--- src/rtl/weight_stdp_updater.sv ---
// weight_stdp_updater
//   Read-modify-write sweep over the M synapse weights of one output neuron.
//   A start pulse latches the presynaptic history, then every weight is read,
//   nudged by PRES (history bit set) or PMIN (history bit clear), clamped to
//   [WMIN, WMAX] and written back. One address per cycle; reads run two cycles
//   ahead of writes.
// Ports
//   clk, rst_n        clock, synchronous active-low reset
//   start             one-cycle sweep request, ignored unless idle
//   pre_hist[M]       presynaptic history, sampled only when start is accepted
//   addr_r, data_r    weight RAM read port (data one cycle after address)
//   addr_w, data_w,
//   we                weight RAM write port (registered)
//   busy              sweep in progress (low again in the done cycle)
//   done              one-cycle pulse after the last write has been issued
module weight_stdp_updater #(
  parameter int M = 784,
  parameter int W = 24,
  parameter logic signed [W-1:0] PRES = 10,
  parameter logic signed [W-1:0] PMIN = -10,
  parameter logic signed [W-1:0] WMAX = 16*4096,
  parameter logic signed [W-1:0] WMIN = -16*4096
) (
  input  logic                clk,
  input  logic                rst_n,
  input  logic                start,
  input  logic [M-1:0]        pre_hist,
  output logic [9:0]          addr_r,
  input  logic signed [W-1:0] data_r,
  output logic [9:0]          addr_w,
  output logic signed [W-1:0] data_w,
  output logic                we,
  output logic                busy,
  output logic                done
);

  localparam int AW = 10;
  localparam logic [AW-1:0] LAST = AW'(M-1);

  localparam logic [1:0] S_IDLE  = 2'd0;
  localparam logic [1:0] S_RUN   = 2'd1;
  localparam logic [1:0] S_DRAIN = 2'd2;
  localparam logic [1:0] S_FIN   = 2'd3;

  // Bounds widened once so the clamp compares in the W+1 bit sum domain.
  localparam logic signed [W:0] WMAX_X = $signed({WMAX[W-1], WMAX});
  localparam logic signed [W:0] WMIN_X = $signed({WMIN[W-1], WMIN});

  logic [1:0]    state;
  logic [M-1:0]  hist_q;
  logic          drain_cnt;
  // vld_pipe[0]: a read address was presented last cycle, data_r is live now.
  // vld_pipe[1]: the write for that address is on the RAM port (drives we).
  logic [1:0]    vld_pipe;
  logic [AW-1:0] s1_addr;     // address whose data is on data_r this cycle

  logic signed [W-1:0] inc;
  logic signed [W:0]   sum;
  logic signed [W-1:0] sat;

  always_comb begin
    inc = hist_q[s1_addr] ? PRES : PMIN;
    sum = $signed({data_r[W-1], data_r}) + $signed({inc[W-1], inc});
    if (sum > WMAX_X)      sat = WMAX;
    else if (sum < WMIN_X) sat = WMIN;
    else                   sat = sum[W-1:0];
  end

  assign we   = vld_pipe[1];
  assign busy = (state == S_RUN) || (state == S_DRAIN);
  assign done = (state == S_FIN);

  always_ff @(posedge clk) begin
    if (!rst_n) begin
      state     <= S_IDLE;
      hist_q    <= '0;
      drain_cnt <= 1'b0;
      vld_pipe  <= '0;
      s1_addr   <= '0;
      addr_r    <= '0;
      addr_w    <= '0;
      data_w    <= '0;
    end else begin
      vld_pipe <= {vld_pipe[0], state == S_RUN};
      s1_addr  <= addr_r;
      if (vld_pipe[0]) begin
        addr_w <= s1_addr;
        data_w <= sat;
      end
      case (state)
        S_IDLE: if (start) begin
          hist_q    <= pre_hist;
          addr_r    <= '0;
          drain_cnt <= 1'b0;
          state     <= S_RUN;
        end
        S_RUN: begin
          if (addr_r == LAST) state  <= S_DRAIN;
          else                addr_r <= addr_r + 1'b1;
        end
        // Two cycles for the last read to reach the write port.
        S_DRAIN: begin
          if (drain_cnt) state     <= S_FIN;
          else           drain_cnt <= 1'b1;
        end
        default: state <= S_IDLE;
      endcase
    end
  end

endmodule

--- config.mk ---
export PLATFORM = sky130hd
export DESIGN_NAME = weight_stdp_updater
export DESIGN_NICKNAME = d
export VERILOG_FILES = /design/src/rtl/weight_stdp_updater.sv
export SDC_FILE = /design/constraint.sdc
export NUM_CORES = 2
export LEC_CHECK = 0
export ABC_AREA = 1
export CORE_AREA = 4 4 330 332
export DETAILED_ROUTE_END_ITERATION = 6
export DIE_AREA = 0 0 334 336
export GPL_TIMING_DRIVEN = 0
export PLACE_DENSITY = 0.66
export SETUP_SLACK_MARGIN = 0.3
export SLEW_MARGIN = 20
export SYNTH_ARGS = -nofsm -noshare
export SYNTH_HDL_FRONTEND = slang
export SYNTH_SLANG_ARGS = --single-unit
export TNS_END_PERCENT = 100
--- constraint.sdc ---
create_clock -name clk -period 4.79 [get_ports clk]
set_input_delay 0.479 -clock clk [delete_from_list [all_inputs] [get_ports clk]]
set_output_delay 0.479 -clock clk [all_outputs]
set_load 0.03 [all_outputs]
After elaboration in Yosys (flattened, before gate mapping)
Index checks and enable logic that the tools add are counted.
Storage, ports and cells
  bits in registers: 843
  bits of input ports: 811
Operators by class
  $add $sub $neg: 2
  order comparisons: 3
  eq/ne operators: 8
  muxes and demuxes: 14
  reductions and logical operators: 8
Operator list (number)
  24-bit two-way mux: 3
  24-bit by 24-bit adder with 25-bit output: 1
  25-bit by 18-bit greater-than comparator with 1-bit output, second input constant: 1
  25-bit by 17-bit < comparator with 1-bit output, second input constant: 1
  10-bit two-way mux: 2
  10-bit one-hot mux with 2 select lines: 1
  10-bit by 11-bit < comparator with 1-bit output, second input constant: 1
  10-bit by 1-bit adder with 10-bit output, second input constant: 1
  1-bit binary-select mux with 10-bit select: 1
  10-bit == test, second input constant: 1
  2-bit two-way mux: 3
  2-bit != test, second input constant: 3
  2-bit one-hot mux with 3 select lines: 1
  3-bit AND reduction: 2
  2-bit == test, second input constant: 2
  2-bit AND reduction: 2
  2-bit nonzero test: 2
  2-bit by 1-bit == test with 1-bit output, second input constant: 1
  2-bit logical NOT: 1
  1-bit two-way mux: 2
  2-bit by 1-bit != test with 1-bit output, second input constant: 1
  1-bit one-hot mux with 2 select lines: 1
  1-bit logical OR: 1

Longest topological paths before layout
  depth after elaboration: 7
  mapped depth: 38

Worst setup path after synthesis
Ideal clock, no wire load.
  kind: reg2reg
  start: register s1_addr[0]
  end: register data_w[7]
  arrival: 3.736 ns
  required time: 4.720 ns
  path slack: 0.983 ns
  stages on the path, launching flop included: 32
  buffers on the path: 5
  period minus slack after synthesis: 3.807 ns
  cells stage by stage: dfxtp_1 buf_2 inv_2 buf_4 buf_4 buf_2 o21ai_0 o22ai_1 o211ai_1 nand3_1 nand3_1 nand2_1 nand3_1 nand2_1 nand2_1 nand2_1 inv_2 ha_1 nand2_1 inv_1 nand2_1 nand2_1 a21oi_1 nand3_1 nand2_1 nand2_1 nor2_1 nand3_2 buf_6 a21oi_1 nand3_1 a21oi_1
On the way
  word-level cells in the longest chain between the ends: 7
  elaborated cells between the ends (all ways): 8
RTL lines
  from (decl): RTL line 55  | logic [AW-1:0] s1_addr;
  from (signal assigned): RTL line 85  | s1_addr <= addr_r;
  1-bit binary-select mux with 10-bit select (*): RTL line 62  | inc = hist_q[s1_addr] ? PRES : PMIN;
  1-bit two-way mux (implied by the code) (*): RTL line 62
  24-bit two-way mux (*): RTL line 62
  24-bit by 24-bit adder with 25-bit output (*): RTL line 63  | sum = $signed({data_r[W-1], data_r}) + $signed({inc[W-1], inc});
  25-bit by 17-bit < comparator with 1-bit output: RTL line 65  | else if (sum < WMIN_X) sat = WMIN;
  24-bit two-way mux: RTL line 65
  24-bit two-way mux (*): RTL line 64  | if (sum > WMAX_X) sat = WMAX;
  to (signal assigned): RTL line 88  | data_w <= sat;
  to (decl): RTL line 31  | output logic signed [W-1:0] data_w,
Every way passes the cells marked *; elsewhere a longest branch is shown, timed or not. The select of a mux whose other input is x is not followed.
A chain may end at the register's enable or synchronous reset.

Worst setup path in the final report
  start: register s1_addr[0]
  end: register data_w[11]
Same word-level chain as after synthesis.

==> flow_metrics.tcl <==
set metrics [dict create \
    yosysMostFrequentCell "nor2_1" \
    grt_pass1_vias 42400 \
    power.density_mw_per_mm2 556 \
    grt_usage 0.392 \
    hp-class "in2reg" \
    fin_skew_ns 0.0354 \
    rows 120 \
    fillers 10700 \
    nets 7526 \
    ys_warn_count 0 \
    min_to "hist_q[466]" \
    fp.dieH_um 336 \
    dr.pass1.iters 7 \
    wirelength_um 233000 \
    critPathLaunchType "register" \
    synth_cells 5664 \
    path_common_cell "nand3_2" \
    synth_nets 6506 \
    drc_errors 1 \
    hold_depth 3 \
    async_flop_share 0 \
    post_drt_wl_per_cell_um 28.5 \
    core_area_mm2 0.106 \
    setup_tns_ns -0.212 \
    cts_max_level 3 \
    fin_hold_ws_ns 0.416 \
    critPathMaxStageDelay_ns 0.35 \
    timing.final.crit_share 1.01 \
    post-synth-top-area-fraction 0.442 \
    drtAntennaViolNets 0 \
    timing.fmax_ghz 0.207 \
    synth_seq_area_share 0.442 \
    violations "DRC, setup timing" \
    clk_latency_ns 0.69 \
    final_cell_area_mm2 0.0550 \
    root_buffer "clkbuf_16" \
    status "complete, but fails checks" \
    clk_path_buf_depth 3 \
    vias 46100 \
    min-delay-start "pre_hist[466]" \
    crit_type "reg2reg" \
    fin_ws_ns -0.0488 \
    drt_iter0_markers 5237 \
    cts.sink_count 843 \
    setup_violations 11 \
    end_kind "register" \
    drive_gt1_frac 0.102 \
    dieWidth_um 334 \
    cap_violations 0 \
    clkTransAtPathRegs_ns 0.06 \
    arrival_ns 5.44 \
    vdd_drop_max_v 0.000259 \
    start_util 0.359 \
    synth_edf_count 0 \
    leakagePower_uw 0.0218 \
    synth_top_area_cell "dfxtp_1" \
    io_buffer_count 856 \
    grt_pass1_wl_um 312000 \
    worstRegToRegCells 28 \
    cp_slowest_cell "dfxtp_2" \
    relSlewSlack 0.146 \
    crit_fanout 10 \
    cp_data_required_time_ns 5.40 \
    grt_max_degree 15 \
    postCtsHoldBufs 0 \
    yosys_most_used_dff "dfxtp_1" \
    synth_area_mm2 0.0382 \
    rsz0062_at_grt "true" \
    vias_per_cell 5.63 \
    gp_congestion 0.991 \
    antenna_found_initial 35 \
    worstMarginPinSlew_ns 1.28 \
    ys_ff_latch 843 \
    cts_buffers 94 \
    fp.dieArea_mm2 0.112 \
    synthTopCellsByCount "1,978 x nor2_1, 1,103 x o21ai_0, 843 x dfxtp_1" \
    dpl.hpwl_um 176000 \
    reg2reg_from "s1_addr[0]" \
    place_area_mm2 0.0485 \
    overflow 0 \
    area_growth_pct 44.2 \
    synth_cell_types 40 \
    synthTopCellsByArea "dfxtp_1 44%, nor2_1 19%, o21ai_0 14%, nand2_1 5.0%, nand3_1 3.5%" \
    r2r_end "data_w[11]" \
    r2r_setup_slack_ns -0.05 \
    syn_avg_cell_area_um2 6.74 \
    cts_tree "done" \
    fin_crit_ns 4.84 \
    ios 858 \
    hold_violations 0 \
    slew_viol_final 0 \
]
cell families (layout without fill, tap and decap cells):
logic type      after synthesis  count (layout)  share of synthesized area
simple gates               2805            2805                      0.289
other cells                   0              29                          0
compound gates             1396            1396                      0.195
fa+ha+maj                    31              31                     0.0104
xor+xnor                      6               6                    0.00187
buf+inv                     583            1675                     0.0614
flops                       843             843                      0.442
worst max-delay path by stage:
stage,startpoint,end,slack [ns],cells after the start
after floorplan,s1_addr[0],data_w[7],0.98,31
after global placement,s1_addr[2],data_w[8],-2.02,32
after detailed placement,s1_addr[2],data_w[12],-2.07,32
after CTS,s1_addr[0],data_w[2],0.10,36
after global routing,s1_addr[0],data_w[11],-0.24,36
final,s1_addr[0],data_w[11],-0.05,28
power breakdown:
part / switching (uW) / internal (uW)
Combinational: 8190 / 4650
Clock: 3180 / 4420
Sequential: 1160 / 8990
through the flow:
| stage | setup slack (ns) | cells | util | total power, uW |
|---|---|---|---|---|
| 2_1_floorplan | 0.983 | 5664 | - | 16100 |
| 3_3_place_gp | -2.02 | 7923 | 0.456 | 20500 |
| 3_5_place_dp | -2.07 | 7925 | 0.457 | 20700 |
| 4_1_cts | 0.105 | 8132 | 0.508 | 29400 |
| 5_1_grt | -0.245 | 8174 | 0.517 | 31900 |
| 6_report | -0.0488 | 8188 | 0.518 | 30600 |
critical path: cells and delay by family (launching register included):
family,cells,cell delay (ns)
simple gates,17,2.29
fa+ha+maj,1,0.33
compound gates,2,0.32
flops,1,0.35
xor+xnor,1,0.29
buf+inv,7,1.11
layer usage:
metal | track usage | vias to the layer above | share of wire
met1 | 0.475 | 21700 | 0.37
met4 | 0.241 | 12 | 0.073
met3 | 0.0860 | 729 | 0.11
li1 | - | 20700 | -
met5 | 0 | - | 0.00041
met2 | 0.637 | 3005 | 0.45
state kept, by name (all words and copies together), names as in the netlist:
register / count
hist_q: 784
vld_pipe: 2
data_w: 24
addr_w: 10
drain_cnt: 1
s1_addr: 10
addr_r: 10
state: 2
cell type report:
cell class | count | area (um^2) | share of cell area
multi-input combinational | 4238 | 20300 | 0.369
sequential | 843 | 16900 | 0.307
timing repair buffer | 921 | 9270 | 0.169
buffer | 440 | 2930 | 0.0532
clock buffer | 135 | 2790 | 0.0507
tap | 1403 | 1760 | 0.0319
inverter | 143 | 571 | 0.0104
clock inverter | 33 | 390 | 0.00709
antenna | 29 | 72.6 | 0.00132
timing repair inverter | 3 | 45.0 | 0.000819
timing repair:
item                       in CTS  in global routing
buffers inserted               28                 26
resized for setup             550                202
pin swaps                      42                101
setup endpoints to repair      24                 24
gates cloned                   11                  1
cell usage in the layout, fill, tap and decap left out, types with 6 or more instances in the layout:
cell type / n
inv_1: 125
buf_2: 9
o21ai_0: 1086
a21oi_1: 88
nand3_4: 8
clkbuf_2: 30
nand4_1: 8
o221ai_1: 44
clkbuf_8: 41
bufinv_16: 7
dfxtp_1: 841
diode_2: 29
buf_8: 20
o22ai_1: 10
clkbuf_4: 23
nor2_1: 1949
nand2_4: 24
buf_12: 22
o211ai_1: 97
nand3_1: 229
nand3_2: 35
o21ai_1: 13
ha_1: 6
nand2_1: 409
inv_2: 14
ha_4: 23
nor2_4: 17
a21oi_2: 32
clkinv_2: 18
clkbuf_1: 270
clkbuf_16: 100
nor2_2: 20
nand2_2: 79
buf_4: 60
buf_6: 55
clkdlybuf4s50_1: 856
nor3_1: 12
No activity file was read; power rests on OpenSTA's default activity.
